$ cat src/rtl/core_pkg.sv
// rtl/core_pkg.sv - shared owner encoding and default widths for the ROM arbiter
//
// Purpose: common types and constants imported by rom_arb and its sub-module.
// Contents:
//   AW_DEF, DW_DEF : default address / data widths
//   owner_e        : identity of the requester whose ROM read is in flight
package core_pkg;

  localparam int AW_DEF = 32;
  localparam int DW_DEF = 32;

  typedef enum logic [1:0] {
    OWN_NONE = 2'd0,
    OWN_IFU  = 2'd1,
    OWN_LSU  = 2'd2,
    OWN_DBG  = 2'd3
  } owner_e;

endpackage

$ cat src/rtl/rom_arb_starve.sv
// rtl/rom_arb_starve.sv - saturating fetch-starvation counter with promote flag
//
// Purpose: counts consecutive cycles in which fetch requested but was denied.
// Ports:
//   clk      in   core clock
//   rst_n    in   synchronous reset, active-high
//   ifu_req  in   fetch request
//   ifu_gnt  in   fetch granted this cycle
//   promote  out  counter has reached MAX_WAIT; fetch outranks LSU
module rom_arb_starve #(
  parameter int MAX_WAIT = 4
) (
  input  logic clk,
  input  logic rst_n,
  input  logic ifu_req,
  input  logic ifu_gnt,
  output logic promote
);

  localparam logic [3:0] MAX_CNT = 4'(MAX_WAIT);

  logic [3:0] cnt_q;
  logic [3:0] cnt_d;

  always_comb begin
    cnt_d = cnt_q;
    // A grant or an idle fetch port ends the starvation run.
    if (!ifu_req || ifu_gnt) begin
      cnt_d = 4'd0;
    end else if (cnt_q != MAX_CNT) begin
      cnt_d = cnt_q + 4'd1;
    end
  end

  always_ff @(posedge clk) begin
    if (rst_n) begin
      cnt_q <= 4'd0;
    end else begin
      cnt_q <= cnt_d;
    end
  end

  assign promote = (cnt_q == MAX_CNT);

endmodule

$ cat src/rtl/rom_arb.sv
// rtl/rom_arb.sv - three-way arbiter for the single-port instruction ROM
//
// Purpose: shares one synchronous-read ROM between fetch, LSU and debug,
// returns read data to the owning requester one cycle after the grant.
// Ports:
//   clk, rst_n                      clock, synchronous active-high reset
//   ifu_req/addr/flush              fetch request, PC, redirect
//   ifu_gnt/stall/rvalid/rdata      fetch grant, PC hold, return data
//   lsu_req/addr, lsu_gnt/rvalid/rdata   load request and return
//   dbg_req/addr, dbg_gnt/rvalid/rdata   debug request and return
//   rom_addr_o, rom_en_o, rom_data_i     ROM port (data valid one cycle after enable)
module rom_arb
  import core_pkg::*;
#(
  parameter int AW       = AW_DEF,
  parameter int DW       = DW_DEF,
  parameter int MAX_WAIT = 4
) (
  input  logic          clk,
  input  logic          rst_n,
  input  logic          ifu_req,
  input  logic [AW-1:0] ifu_addr,
  input  logic          ifu_flush,
  output logic          ifu_gnt,
  output logic          ifu_stall,
  output logic          ifu_rvalid,
  output logic [DW-1:0] ifu_rdata,
  input  logic          lsu_req,
  input  logic [AW-1:0] lsu_addr,
  output logic          lsu_gnt,
  output logic          lsu_rvalid,
  output logic [DW-1:0] lsu_rdata,
  input  logic          dbg_req,
  input  logic [AW-1:0] dbg_addr,
  output logic          dbg_gnt,
  output logic          dbg_rvalid,
  output logic [DW-1:0] dbg_rdata,
  output logic [AW-1:0] rom_addr_o,
  output logic          rom_en_o,
  input  logic [DW-1:0] rom_data_i
);

  owner_e owner_q, owner_d;
  logic   drop_q, drop_d;
  owner_e sel;
  logic   promote;

  rom_arb_starve #(.MAX_WAIT(MAX_WAIT)) u_starve (
    .clk     (clk),
    .rst_n   (rst_n),
    .ifu_req (ifu_req),
    .ifu_gnt (ifu_gnt),
    .promote (promote)
  );

  // Debug always wins; a starved fetch jumps ahead of the LSU only.
  always_comb begin
    sel = OWN_NONE;
    if (!rst_n) begin
      if (dbg_req)                   sel = OWN_DBG;
      else if (promote && ifu_req)   sel = OWN_IFU;
      else if (lsu_req)              sel = OWN_LSU;
      else if (ifu_req)              sel = OWN_IFU;
    end
  end

  assign ifu_gnt   = (sel == OWN_IFU);
  assign lsu_gnt   = (sel == OWN_LSU);
  assign dbg_gnt   = (sel == OWN_DBG);
  assign ifu_stall = ifu_req & ~ifu_gnt & ~rst_n;
  assign rom_en_o  = ifu_gnt | lsu_gnt | dbg_gnt;

  always_comb begin
    rom_addr_o = '0;
    if (ifu_gnt)      rom_addr_o = ifu_addr;
    else if (lsu_gnt) rom_addr_o = lsu_addr;
    else if (dbg_gnt) rom_addr_o = dbg_addr;
  end

  always_comb begin
    owner_d = sel;
    // Redirect in the grant cycle: remember to swallow next cycle's data.
    drop_d  = ifu_gnt & ifu_flush;
  end

  always_ff @(posedge clk) begin
    if (rst_n) begin
      owner_q <= OWN_NONE;
      drop_q  <= 1'b0;
    end else begin
      owner_q <= owner_d;
      drop_q  <= drop_d;
    end
  end

  // Returns are masked while reset is asserted so a transfer caught by
  // reset never reaches its requester.
  logic own_ifu, own_lsu, own_dbg;
  assign own_ifu = ~rst_n & (owner_q == OWN_IFU);
  assign own_lsu = ~rst_n & (owner_q == OWN_LSU);
  assign own_dbg = ~rst_n & (owner_q == OWN_DBG);

  assign ifu_rvalid = own_ifu & ~drop_q & ~ifu_flush;
  assign lsu_rvalid = own_lsu;
  assign dbg_rvalid = own_dbg;
  assign ifu_rdata  = own_ifu ? rom_data_i : '0;
  assign lsu_rdata  = own_lsu ? rom_data_i : '0;
  assign dbg_rdata  = own_dbg ? rom_data_i : '0;

endmodule
$ cat config.mk
export PLATFORM = sky130hd
export DESIGN_NAME = rom_arb
export DESIGN_NICKNAME = d
export VERILOG_FILES = /design/src/rtl/core_pkg.sv /design/src/rtl/rom_arb_starve.sv /design/src/rtl/rom_arb.sv
export SDC_FILE = /design/constraint.sdc
export NUM_CORES = 1
export LEC_CHECK = 0
export BUFFER_PORTS_ARGS = -buffer_cell sky130_fd_sc_hd__buf_4
export CORE_AREA = 2 2 103 105
export CTS_BUF_LIST = sky130_fd_sc_hd__clkbuf_4 sky130_fd_sc_hd__clkbuf_8 sky130_fd_sc_hd__clkbuf_16
export DETAILED_ROUTE_END_ITERATION = 10
export DIE_AREA = 0 0 105 107
export MAX_ROUTING_LAYER = met4
export SLEW_MARGIN = 20
export SYNTH_ARGS = -nofsm -noshare
export SYNTH_HDL_FRONTEND = slang
export SYNTH_SLANG_ARGS = --single-unit
$ cat constraint.sdc
create_clock -name clk -period 2.4 [get_ports clk]
set_input_delay 0.24 -clock clk [delete_from_list [all_inputs] [get_ports clk]]
set_output_delay 0.24 -clock clk [all_outputs]
set_load 0.05 [all_outputs]
Word-level counts from Yosys, hierarchy flattened
Index checks and enable logic that the tools add are counted.
Word-level totals
  input bits: 134
  bits in registers: 7
  word-level logic and storage cells: 41
Operators by class
  mux-type cells: 11
  eq/ne operators: 8
  $add $sub $neg: 1
  bitwise operators: 14
  reductions and logical operators: 4
Operators with widths (count)
  two-way mux 32 bit: 6
  bitwise AND 1 bit: 8
  == test 2 bit, second input constant: 4
  two-way mux 2 bit: 4
  adder 4 x 1 -> 4 bit, second input constant: 1
  == test 2 x 1 -> 1 bit, second input constant: 2
  == test 4 x 3 -> 1 bit, second input constant: 1
  != test 4 x 3 -> 1 bit, second input constant: 1
  inverter 1 bit: 4
  OR 1 bit: 2
  OR reduction 2 bit: 1
  logical AND 1 bit: 1
  zero test 1 bit: 1
  logical OR 1 bit: 1
  two-way mux 1 bit: 1

Depth between registers and ports, before layout
Gate-level depths: netlist (run 1).
  depth after elaboration: 9
  depth in mapped cells: 7
  gate-level depth less buffers: 5

Cells and area by module
Synthesis (run 1) repeated with hierarchy kept, for this count alone.
Second synthesis, totals
  cell total of the unflattened synthesis: 257
  area total of the unflattened synthesis: 1871.8 um^2
By module, submodules not included
  rom_arb: instances 1, area an instance 1657.8 um^2, sequential area each 60.1 um^2, cells each 236
  rom_arb_starve: instances 1, area an instance 214.0 um^2, sequential area each 80.1 um^2, cells each 21

Worst setup path after synthesis (run 1)
Ideal clock, no wire load.
  path kind: flip-flop to output port
  from: register u_starve.cnt_q[0]
  to: output port lsu_gnt
  cell stages (with the launch flop): 5
  data required time: 2.160 ns
  buffers on the path: 0
  data arrival time: 2.367 ns
  slack: -0.207 ns
  cells stage by stage: dfxtp_1 -> inv_1 -> ha_1 -> nand4b_1 -> nor4b_1
On the way
  longest elaborated chain between the ends: 6
Ends and longest elaborated chain
  from (decl): RTL line rom_arb_starve.sv:22  | logic [3:0] cnt_q;
  from (signal assigned): RTL line rom_arb_starve.sv:39  | cnt_q <= cnt_d;
  == test 4 x 3 -> 1 bit: RTL line rom_arb_starve.sv:43  | assign promote = (cnt_q == MAX_CNT);
  logical AND 1 bit: RTL line rom_arb.sv:61  | else if (promote && ifu_req) sel = OWN_IFU;
  two-way mux 2 bit: RTL line rom_arb.sv:61
  two-way mux 2 bit: RTL line rom_arb.sv:60  | if (dbg_req) sel = OWN_DBG;
  two-way mux 2 bit: RTL line rom_arb.sv:59  | if (!rst_n) begin
  == test 2 bit: RTL line rom_arb.sv:68  | assign lsu_gnt = (sel == OWN_LSU);
  to (decl): RTL line rom_arb.sv:30  | output logic lsu_gnt,
No other way between the ends.

Worst setup path after layout (run 1)
  from: register u_starve.cnt_q[0]
  to: output port rom_addr_o[18]
On the way
  longest elaborated chain between the ends: 9
  elaborated cells on any way between the ends: 11
  classes of those cells: 4 x eq/ne; 6 x mux; 1 x reduce/logical
Ends and longest elaborated chain
  == test 4 x 3 -> 1 bit (*): RTL line rom_arb_starve.sv:43
  logical AND 1 bit (*): RTL line rom_arb.sv:61
  two-way mux 2 bit (*): RTL line rom_arb.sv:61
  two-way mux 2 bit (*): RTL line rom_arb.sv:60
  two-way mux 2 bit (*): RTL line rom_arb.sv:59
  == test 2 bit: RTL line rom_arb.sv:69  | assign dbg_gnt = (sel == OWN_DBG);
  two-way mux 32 bit: RTL line rom_arb.sv:77  | else if (dbg_gnt) rom_addr_o = dbg_addr;
  two-way mux 32 bit: RTL line rom_arb.sv:76  | else if (lsu_gnt) rom_addr_o = lsu_addr;
  two-way mux 32 bit (*): RTL line rom_arb.sv:75  | if (ifu_gnt) rom_addr_o = ifu_addr;
  to (decl): RTL line rom_arb.sv:38  | output logic [AW-1:0] rom_addr_o,
Every way passes the cells marked *; elsewhere a longest branch is shown, timed or not.

==> results of run 1 <==
==> report_power, final <==
part / switching (mW) / leakage [nW] / total (mW) / internal [mW]
Sequential: 0.00323 / 0.0573 / 0.124 / 0.121
Combinational: 0.553 / 2.04 / 0.893 / 0.340
Clock: 0.0593 / 0.0262 / 0.186 / 0.127
Total: 0.616 / 2.12 / 1.20 / 0.588
==> layer usage <==
metal  vias up  global-route usage, %  routed length, µm
met5         -                      -                  0
met4         0                   7.05                386
met1      1720                   24.6               4770
li1       1801                      -                  -
met3        24                   4.62               1040
met2       210                   38.5               6600
==> path summary, 6_finish.rpt <==
kind	startpoint	end	cells after the start
setup reg to reg	u_starve.cnt_q[0]	owner_q[0]	6
setup / recovery	u_starve.cnt_q[0]	rom_addr_o[18]	7
hold reg to reg	u_starve.cnt_q[0]	u_starve.cnt_q[0]	2
hold / removal	ifu_flush	drop_q	2
==> cell usage in the layout, fill, tap and decap left out, drive strengths merged, types with 2 or more instances in the layout <==
| cell | count |
|---|---|
| and3b | 2 |
| inv | 3 |
| nor3 | 2 |
| nor2b | 2 |
| o2111ai | 32 |
| a31oi | 64 |
| nor2 | 5 |
| nand4 | 32 |
| clkbuf | 4 |
| o211ai | 2 |
| a21oi | 5 |
| nor3b | 3 |
| buf | 282 |
| dfxtp | 7 |
| ha | 2 |
| nand3 | 3 |
| and2 | 128 |
==> cells by family (layout without fill, tap and decap cells) <==
logic type / count (synthesis) / count (layout) / share of synthesized area, %
and+or+nand+nor: 182 / 182 / 46.5
other: 0 / 1 / 0
DFF: 7 / 7 / 5.59
adders and majority gates: 2 / 2 / 0.998
AOI/OAI and AO/OA: 105 / 105 / 29.4
buffers and inverters: 53 / 290 / 16.8
xor gates and xnor gates: 1 / 1 / 0.349
muxes: 1 / 1 / 0.399
==> worst max-delay path, cell delays in order (launching register included) <==
cell	delay, ns
dfxtp_1	0.33
inv_1	0.08
ha_1	0.23
and3b_1	0.20
buf_4	0.26
o2111ai_1	0.13
a31oi_1	0.23
buf_4	0.23
==> state kept, by name, indices dropped and copies added, names as in the netlist <==
name	cells
drop_q	1
owner_q	2
u_starve.cnt_q	4
==> stage by stage <==
| stage | total power [mW] | instance area [µm²] |
|---|---|---|
| final | 1.20 | 4460 |
| after global routing | 1.27 | 4460 |
| after CTS | 1.21 | 4460 |
| after detailed placement | 1.02 | 4410 |
| after global placement | 1.01 | 4410 |
| after floorplan | 0.667 | 2510 |
==> layout make-up <==
cell class,count,area (µm²)
diodes,1,2.50
fillers,1055,5630
repair buffers,282,2130
clock buffers,4,48.8
flip-flops and latches,7,140
multi-input cells,291,1960
well taps,136,170
inverters,4,15.0
==> impl_metrics.json, run 1 <==
{
  "status": "finished clean",
  "insertion_delay_ns": 0.23,
  "crit_path_max_fanout": 20,
  "slew_headroom_pct": 70.5,
  "globalRouteTotalUtil_pct": 21.8,
  "drt_iter0_drc": 298,
  "yosys-top-cells-area": "and2_1 29%, a31oi_1 16%, o2111ai_1 11%, nand4_1 8.0%, dfxtp_1 5.6%",
  "yosysWarningCount": 0,
  "viasPerCell": 5.18,
  "crit_path_end_kind": "output port",
  "clock_skew_ns": 0.00152,
  "grt_pass1_vias": 3543,
  "numClockSinks": 7,
  "synth_common_cells": "117 x and2_1, 64 x a31oi_1, 32 x nand4_1, 32 x o2111ai_1, 14 x clkbuf_1",
  "synth_area_leader_cell": "and2_1",
  "die_area_um2": 11200,
  "fin_setup_tns_ns": 0,
  "critPathRequiredTime_ns": 2.16,
  "nNetsFinal": 725,
  "hold-worst-slack_ns": 0.294,
  "fin_ws_ns": 0.223,
  "areaGrowthSynthToFinish_pct": 77.9,
  "syn_area_um2": 2510,
  "synth-main-ff-cell": "dfxtp_1",
  "dp_slack_ns": 0.501,
  "initial_utilization_pct": 24.8,
  "synth_area_per_cell_um2": 7.14,
  "dp_hpwl_mm": 9.89,
  "vias": 3755,
  "grt_pass1_wl_mm": 19.0,
  "dpl.cell_count": 720,
  "htree_levels": 1,
  "ir_drop_mv": 0.120,
  "port_buffers": 269,
  "syn-instance-count": 351,
  "grt_max_degree": 98,
  "slew_viol_final": 0,
  "ys_types": 38,
  "cts_tree": "built",
  "synth_edf_count": 0,
  "cp-start-kind": "flop",
  "period_share_pct": 90.7,
  "yosys_register_bits": 7,
  "arrival_ns": 1.94,
  "fmax_mhz": 459,
  "leakage_nw": 2.12,
  "yosys.cell_count.top_type": "and2_1",
  "clk_pin_slew_ns": 0.04,
  "setup_viol": 0,
  "ff2ff_setup_slack_ns": 0.97,
  "rows": 37,
  "drc_errors": 0,
  "gp_routability_congestion": 0.859,
  "hold_violations": 0,
  "antenna_found_initial": 2,
  "ctsResizeCount": 0,
  "finalWirelength_mm": 12.8,
  "synth_top_area_share_pct": 29.2,
  "synthesis.nets": 487,
  "die_x_um": 105,
  "synth-async-reset-ratio_pct": 0,
  "maxCapViolations": 0,
  "postCtsHoldBufs": 0,
  "wire_per_inst_um": 17.6,
  "io_pins": 270,
  "clockBufferDepth": 2,
  "final_util_pct": 44.2,
  "min_path_type": "in -> reg",
  "worst_slew_pin_slew_ns": 0.442,
  "clockRootBuffer": "clkbuf_8",
  "final_antenna_net_count": 0,
  "yosysSeqAreaShare_pct": 5.59,
  "rsz0062_at_grt": "false",
  "cts_setup_buffers": 0,
  "chipHeight_um": 107,
  "cts_buffers": 3,
  "powerDensity_nw_per_um2": 270,
  "min_period_ns": 2.18,
  "first_pass_iters": 4,
  "core_um2": 10100,
  "drive_gt1_share_pct": 51.7,
  "final_cells": 725,
  "grt-ovfl-total": 0,
  "crit_type": "reg -> out"
}
Power figures use the tool's default switching activity.
==> run 2: changes to the inputs <==
--- a/config.mk
+++ b/config.mk
@@ -11,6 +11,8 @@
 export DETAILED_ROUTE_END_ITERATION = 10
 export DIE_AREA = 0 0 105 107
 export MAX_ROUTING_LAYER = met4
+export RECOVER_POWER = 50
+export SETUP_SLACK_MARGIN = 0.02
 export SLEW_MARGIN = 20
 export SYNTH_ARGS = -nofsm -noshare
 export SYNTH_HDL_FRONTEND = slang
==> run 2 against run 1 <==
Compared with the run above: non-clock buffer count stayed put; worst hold slack improved by 0.0023 ns; critical path depth down 2; sequential share of layout area rose by 0.099 points; global-route usage stayed put.
==> impl_metrics.json, run 2 (synthesis gave the netlist of run 1 again) <==
{
  "cts_setup_buffers": 0,
  "die_x_um": 105,
  "cts_buffers": 3,
  "postCtsHoldBufs": 0,
  "placed_cell_area_um2": 4410,
  "maxCapViolations": 0,
  "leakage_nw": 1.96,
  "critPathRequiredTime_ns": 2.16,
  "fmax_mhz": 446,
  "initial_utilization_pct": 24.8,
  "drive_gt1_share_pct": 45.9,
  "final_cell_area_um2": 4330,
  "insertion_delay_ns": 0.23,
  "worst_slew_pin_slew_ns": 0.885,
  "layout_common_cells": "246 x buf_4, 89 x and2_1, 64 x a31oi_1",
  "min_period_ns": 2.24,
  "rows": 37,
  "setup_viol": 0,
  "grt_pass1_vias": 3543,
  "crit_path_max_fanout": 22,
  "dpl.cell_count": 720,
  "htree_levels": 1,
  "antenna_found_initial": 2,
  "rsz0062_at_grt": "false",
  "io_pins": 270,
  "first_pass_iters": 4,
  "slew_viol_final": 0,
  "nFillCells": 1101,
  "vias": 3788,
  "final_cells": 725,
  "grt_pass1_wl_mm": 19.0,
  "cp-start-kind": "input pin",
  "min_path_type": "in -> reg",
  "numClockSinks": 7,
  "cts_tree": "built",
  "wire_per_inst_um": 17.8,
  "grt-ovfl-total": 0,
  "port_buffers": 269,
  "dp_hpwl_mm": 9.89,
  "die_area_um2": 11200,
  "globalRouteTotalUtil_pct": 21.8,
  "drc_errors": 0,
  "slew_headroom_pct": 41.0,
  "largest_reg_flops": 4,
  "gp_routability_congestion": 0.859,
  "status": "finished clean",
  "finalWirelength_mm": 12.9,
  "chipHeight_um": 107,
  "clockBufferDepth": 2,
  "ff_latch_area_um2": 140,
  "drt_iter0_drc": 354,
  "final_antenna_net_count": 0,
  "powerDensity_nw_per_um2": 275,
  "mostFrequentLayoutCell": "buf_4",
  "regMostFlops": "u_starve.cnt_q",
  "period_share_pct": 93.3,
  "ir_drop_mv": 0.120,
  "fin_setup_tns_ns": 0,
  "arrival_ns": 2.00,
  "areaGrowthSynthToFinish_pct": 72.5,
  "clk_pin_slew_ns": 0.04,
  "hold-worst-slack_ns": 0.296,
  "crit_type": "in -> out",
  "viasPerCell": 5.22,
  "hold_violations": 0,
  "top_regs": "u_starve.cnt_q x4, owner_q x2, drop_q x1",
  "core_um2": 10100,
  "crit_path_end_kind": "output port",
  "grt_max_degree": 98,
  "clock_skew_ns": 0.00170,
  "multi_input_area_um2": 1950,
  "clockRootBuffer": "clkbuf_8",
  "nNetsFinal": 725,
  "ctsResizeCount": 0
}
==> run 2: where the power goes <==
group / switching, mW / leakage, nW / internal (mW)
clock: 0.0575 / 0.0262 / 0.127
sequential: 0.00309 / 0.0573 / 0.121
combinational: 0.554 / 1.87 / 0.327
total: 0.615 / 1.96 / 0.574
==> run 2: final timing paths <==
| path | depth (start not counted) | startpoint | slack [ns] | endpoint |
|---|---|---|---|---|
| worst max register to register | 5 | u_starve.cnt_q[0] | 0.92 | drop_q |
| worst min-delay path | 2 | ifu_flush | 0.30 | drop_q |
| worst min register to register | 2 | u_starve.cnt_q[1] | 0.51 | u_starve.cnt_q[1] |
| worst max-delay path | 5 | lsu_req | 0.16 | ifu_stall |
==> run 2: area by class of cell <==
type,count,area share (%)
antenna,1,0.0579
clock buffer,4,1.13
inverter,4,0.347
multi-input combinational,291,45.0
sequential,7,3.24
tap,136,3.93
timing repair buffer,282,46.3
==> run 2: stage by stage <==
stage	setup WS, ns	power (mW)	util [%]
floorplan	0.210	0.667	-
global placement	0.530	1.01	43.7
detailed placement	0.501	1.02	43.7
CTS	0.231	1.21	44.2
global route	0.0365	1.25	42.9
finish	0.160	1.19	42.9
==> run 2: worst max-delay path, cell delays in order <==
cell and delay [ns]:
buf_4 0.24, clkbuf_1 0.70, a21oi_1 0.34, nor2_1 0.24
buf_4 0.23
==> run 2: layer usage <==
metal / global-route usage, % / wire length [µm] / share of wire (%)
met4: 7.05 / 378 / 2.9
met2: 38.5 / 6560 / 51
met3: 4.62 / 1010 / 7.8
met5: - / 0 / 0
met1: 24.6 / 4940 / 38
==> run 3: changes to the inputs <==
==> constraint.sdc (replaced) <==
create_clock -name clk -period 2.4 [get_ports clk]
set_input_delay 0.24 -clock clk [delete_from_list [all_inputs] [get_ports clk]]
set_output_delay 0.24 -clock clk [all_outputs]
set_load 0.1 [all_outputs]
==> run 3 against run 2 <==
Compared with the run above: critical path depth is 2 higher; core utilization increased by 2.3 points; cell count is 0.14% higher; global-route usage shrank 1.5 points; power rose by 29%; clock-buffer cell count did not move; sequential cell count unchanged; largest power group unchanged; highest routed layer unchanged.
==> impl_metrics.json, run 3 (synthesis gave the netlist of run 1 again) <==
{
  "slew_viol_final": 0,
  "drc_errors": 0,
  "dp_hpwl_mm": 9.30,
  "nFillCells": 1071,
  "cp-start-kind": "flop",
  "clockRootBuffer": "clkbuf_8",
  "crit_family": "buffers and inverters",
  "antenna_found_initial": 1,
  "grt_pass1_wl_mm": 18.2,
  "wire_per_inst_um": 16.6,
  "finalPower_mw": 1.53,
  "grt-ovfl-total": 0,
  "numClockSinks": 7,
  "port_buffers": 269,
  "areaGrowthSynthToFinish_pct": 81.6,
  "cp_slowest_stage_delay_ns": 0.33,
  "clk_pin_slew_ns": 0.04,
  "arrival_ns": 2.00,
  "hold_violations": 0,
  "fmax_mhz": 447,
  "hold-worst-slack_ns": 0.311,
  "vias": 3792,
  "grt_pass1_vias": 3592,
  "rows": 37,
  "cp.depth": 7,
  "top_regs": "u_starve.cnt_q x4, owner_q x2, drop_q x1",
  "finalWirelength_mm": 12.1,
  "grt_use_met2_pct": 36.6,
  "die_x_um": 105,
  "min_path_cells": 2,
  "drt_iter0_drc": 251,
  "crit_path_max_fanout": 35,
  "period_share_pct": 93.2,
  "first_pass_iters": 4,
  "crit_chain": "inv_1, ha_1, and3b_1, buf_12, o2111ai_1, a31oi_2, buf_4",
  "grt_max_degree": 50,
  "setup_viol": 0,
  "regMostFlops": "u_starve.cnt_q",
  "mostFrequentLayoutCell": "buf_4",
  "maxCapViolations": 0,
  "use_met1_pct": 23.1,
  "ir_drop_mv": 0.168,
  "largest_reg_flops": 4,
  "cp_slowest_cell": "dfxtp_1",
  "crit_type": "reg -> out",
  "core_um2": 10100,
  "io_pins": 270,
  "layout_common_cells": "215 x buf_4, 117 x and2_1, 63 x clkbuf_2",
  "final_cell_area_um2": 4550,
  "min_path_type": "in -> reg",
  "chipHeight_um": 107,
  "nNetsFinal": 726,
  "use_met3_pct": 4.26,
  "powerDensity_nw_per_um2": 337,
  "insertion_delay_ns": 0.22,
  "status": "finished clean",
  "final_antenna_net_count": 0,
  "drive_gt1_share_pct": 57.7,
  "cts_tree": "built",
  "globalRouteTotalUtil_pct": 20.3,
  "viasPerCell": 5.22,
  "min_period_ns": 2.24,
  "crit_path_end_kind": "output port",
  "postCtsHoldBufs": 0,
  "clock_skew_ns": 0.000728,
  "rsz0062_at_grt": "false",
  "leakage_nw": 2.10,
  "die_area_um2": 11200,
  "placed_cell_area_um2": 4650,
  "worst-path-buf-inv": 3,
  "worst_slew_pin_slew_ns": 0.562,
  "rr_worst_depth": 6,
  "htree_levels": 1,
  "final_util_pct": 45.1,
  "slew_headroom_pct": 62.7,
  "clockBufferDepth": 2,
  "cts_buffers": 3,
  "gp_routability_congestion": 0.835,
  "grt-busiest-layer": "met2",
  "initial_utilization_pct": 24.8,
  "critPathRequiredTime_ns": 2.16
}
-- run 3: cell types whose count changed in the layout (fill, tap and decap cells not counted), sizes merged --
cell / before / now
buf: 247 / 220
clkbuf: 39 / 67
-- run 3: per-stage QoR --
step,TNS (ns),setup WS (ns),cells
2_1_floorplan,-0.279,-0.279,351
3_3_place_gp,0,0.396,721
3_5_place_dp,0,0.363,721
4_1_cts,0,0.113,725
5_1_grt,0,0.0232,726
6_report,0,0.164,726
-- run 3: path summary, 6_finish.rpt --
check | from | endpoint | slack, ns
setup / recovery | u_starve.cnt_q[0] | rom_addr_o[8] | 0.16
hold reg to reg | u_starve.cnt_q[0] | u_starve.cnt_q[0] | 0.50
setup reg to reg | u_starve.cnt_q[0] | drop_q | 0.95
hold / removal | ifu_flush | drop_q | 0.31
-- run 3: cell type report --
| cell class | count | area (µm²) | share of cell area, % |
|---|---|---|---|
| clock buffer | 4 | 48.8 | 1.07 |
| timing repair buffer | 283 | 2010 | 44.2 |
| tap | 136 | 170 | 3.74 |
| antenna | 1 | 2.50 | 0.0549 |
| inverter | 4 | 15.0 | 0.330 |
| multi-input combinational | 291 | 2170 | 47.6 |
| sequential | 7 | 140 | 3.08 |
-- run 3: timing repair --
item | in CTS | in global routing
buffers inserted | 0 | 0
endpoints found under the setup margin | 0 | 2
resized for setup | 0 | 2
-- run 3: report_power, final --
group | internal [mW] | switching, mW | leakage [nW] | total [mW]
Clock | 0.126 | 0.0503 | 0.0262 | 0.176
Combinational | 0.342 | 0.891 | 2.02 | 1.23
Sequential | 0.121 | 0.00315 | 0.0573 | 0.124
Total | 0.589 | 0.944 | 2.10 | 1.53
-- run 3: per-layer routing --
metal | wire [µm] | vias up | share of wire (%)
li1 | - | 1812 | -
met1 | 4840 | 1758 | 40
met2 | 6080 | 208 | 50
met3 | 900 | 14 | 7.5
met4 | 239 | 0 | 2.0
met5 | 0 | - | 0
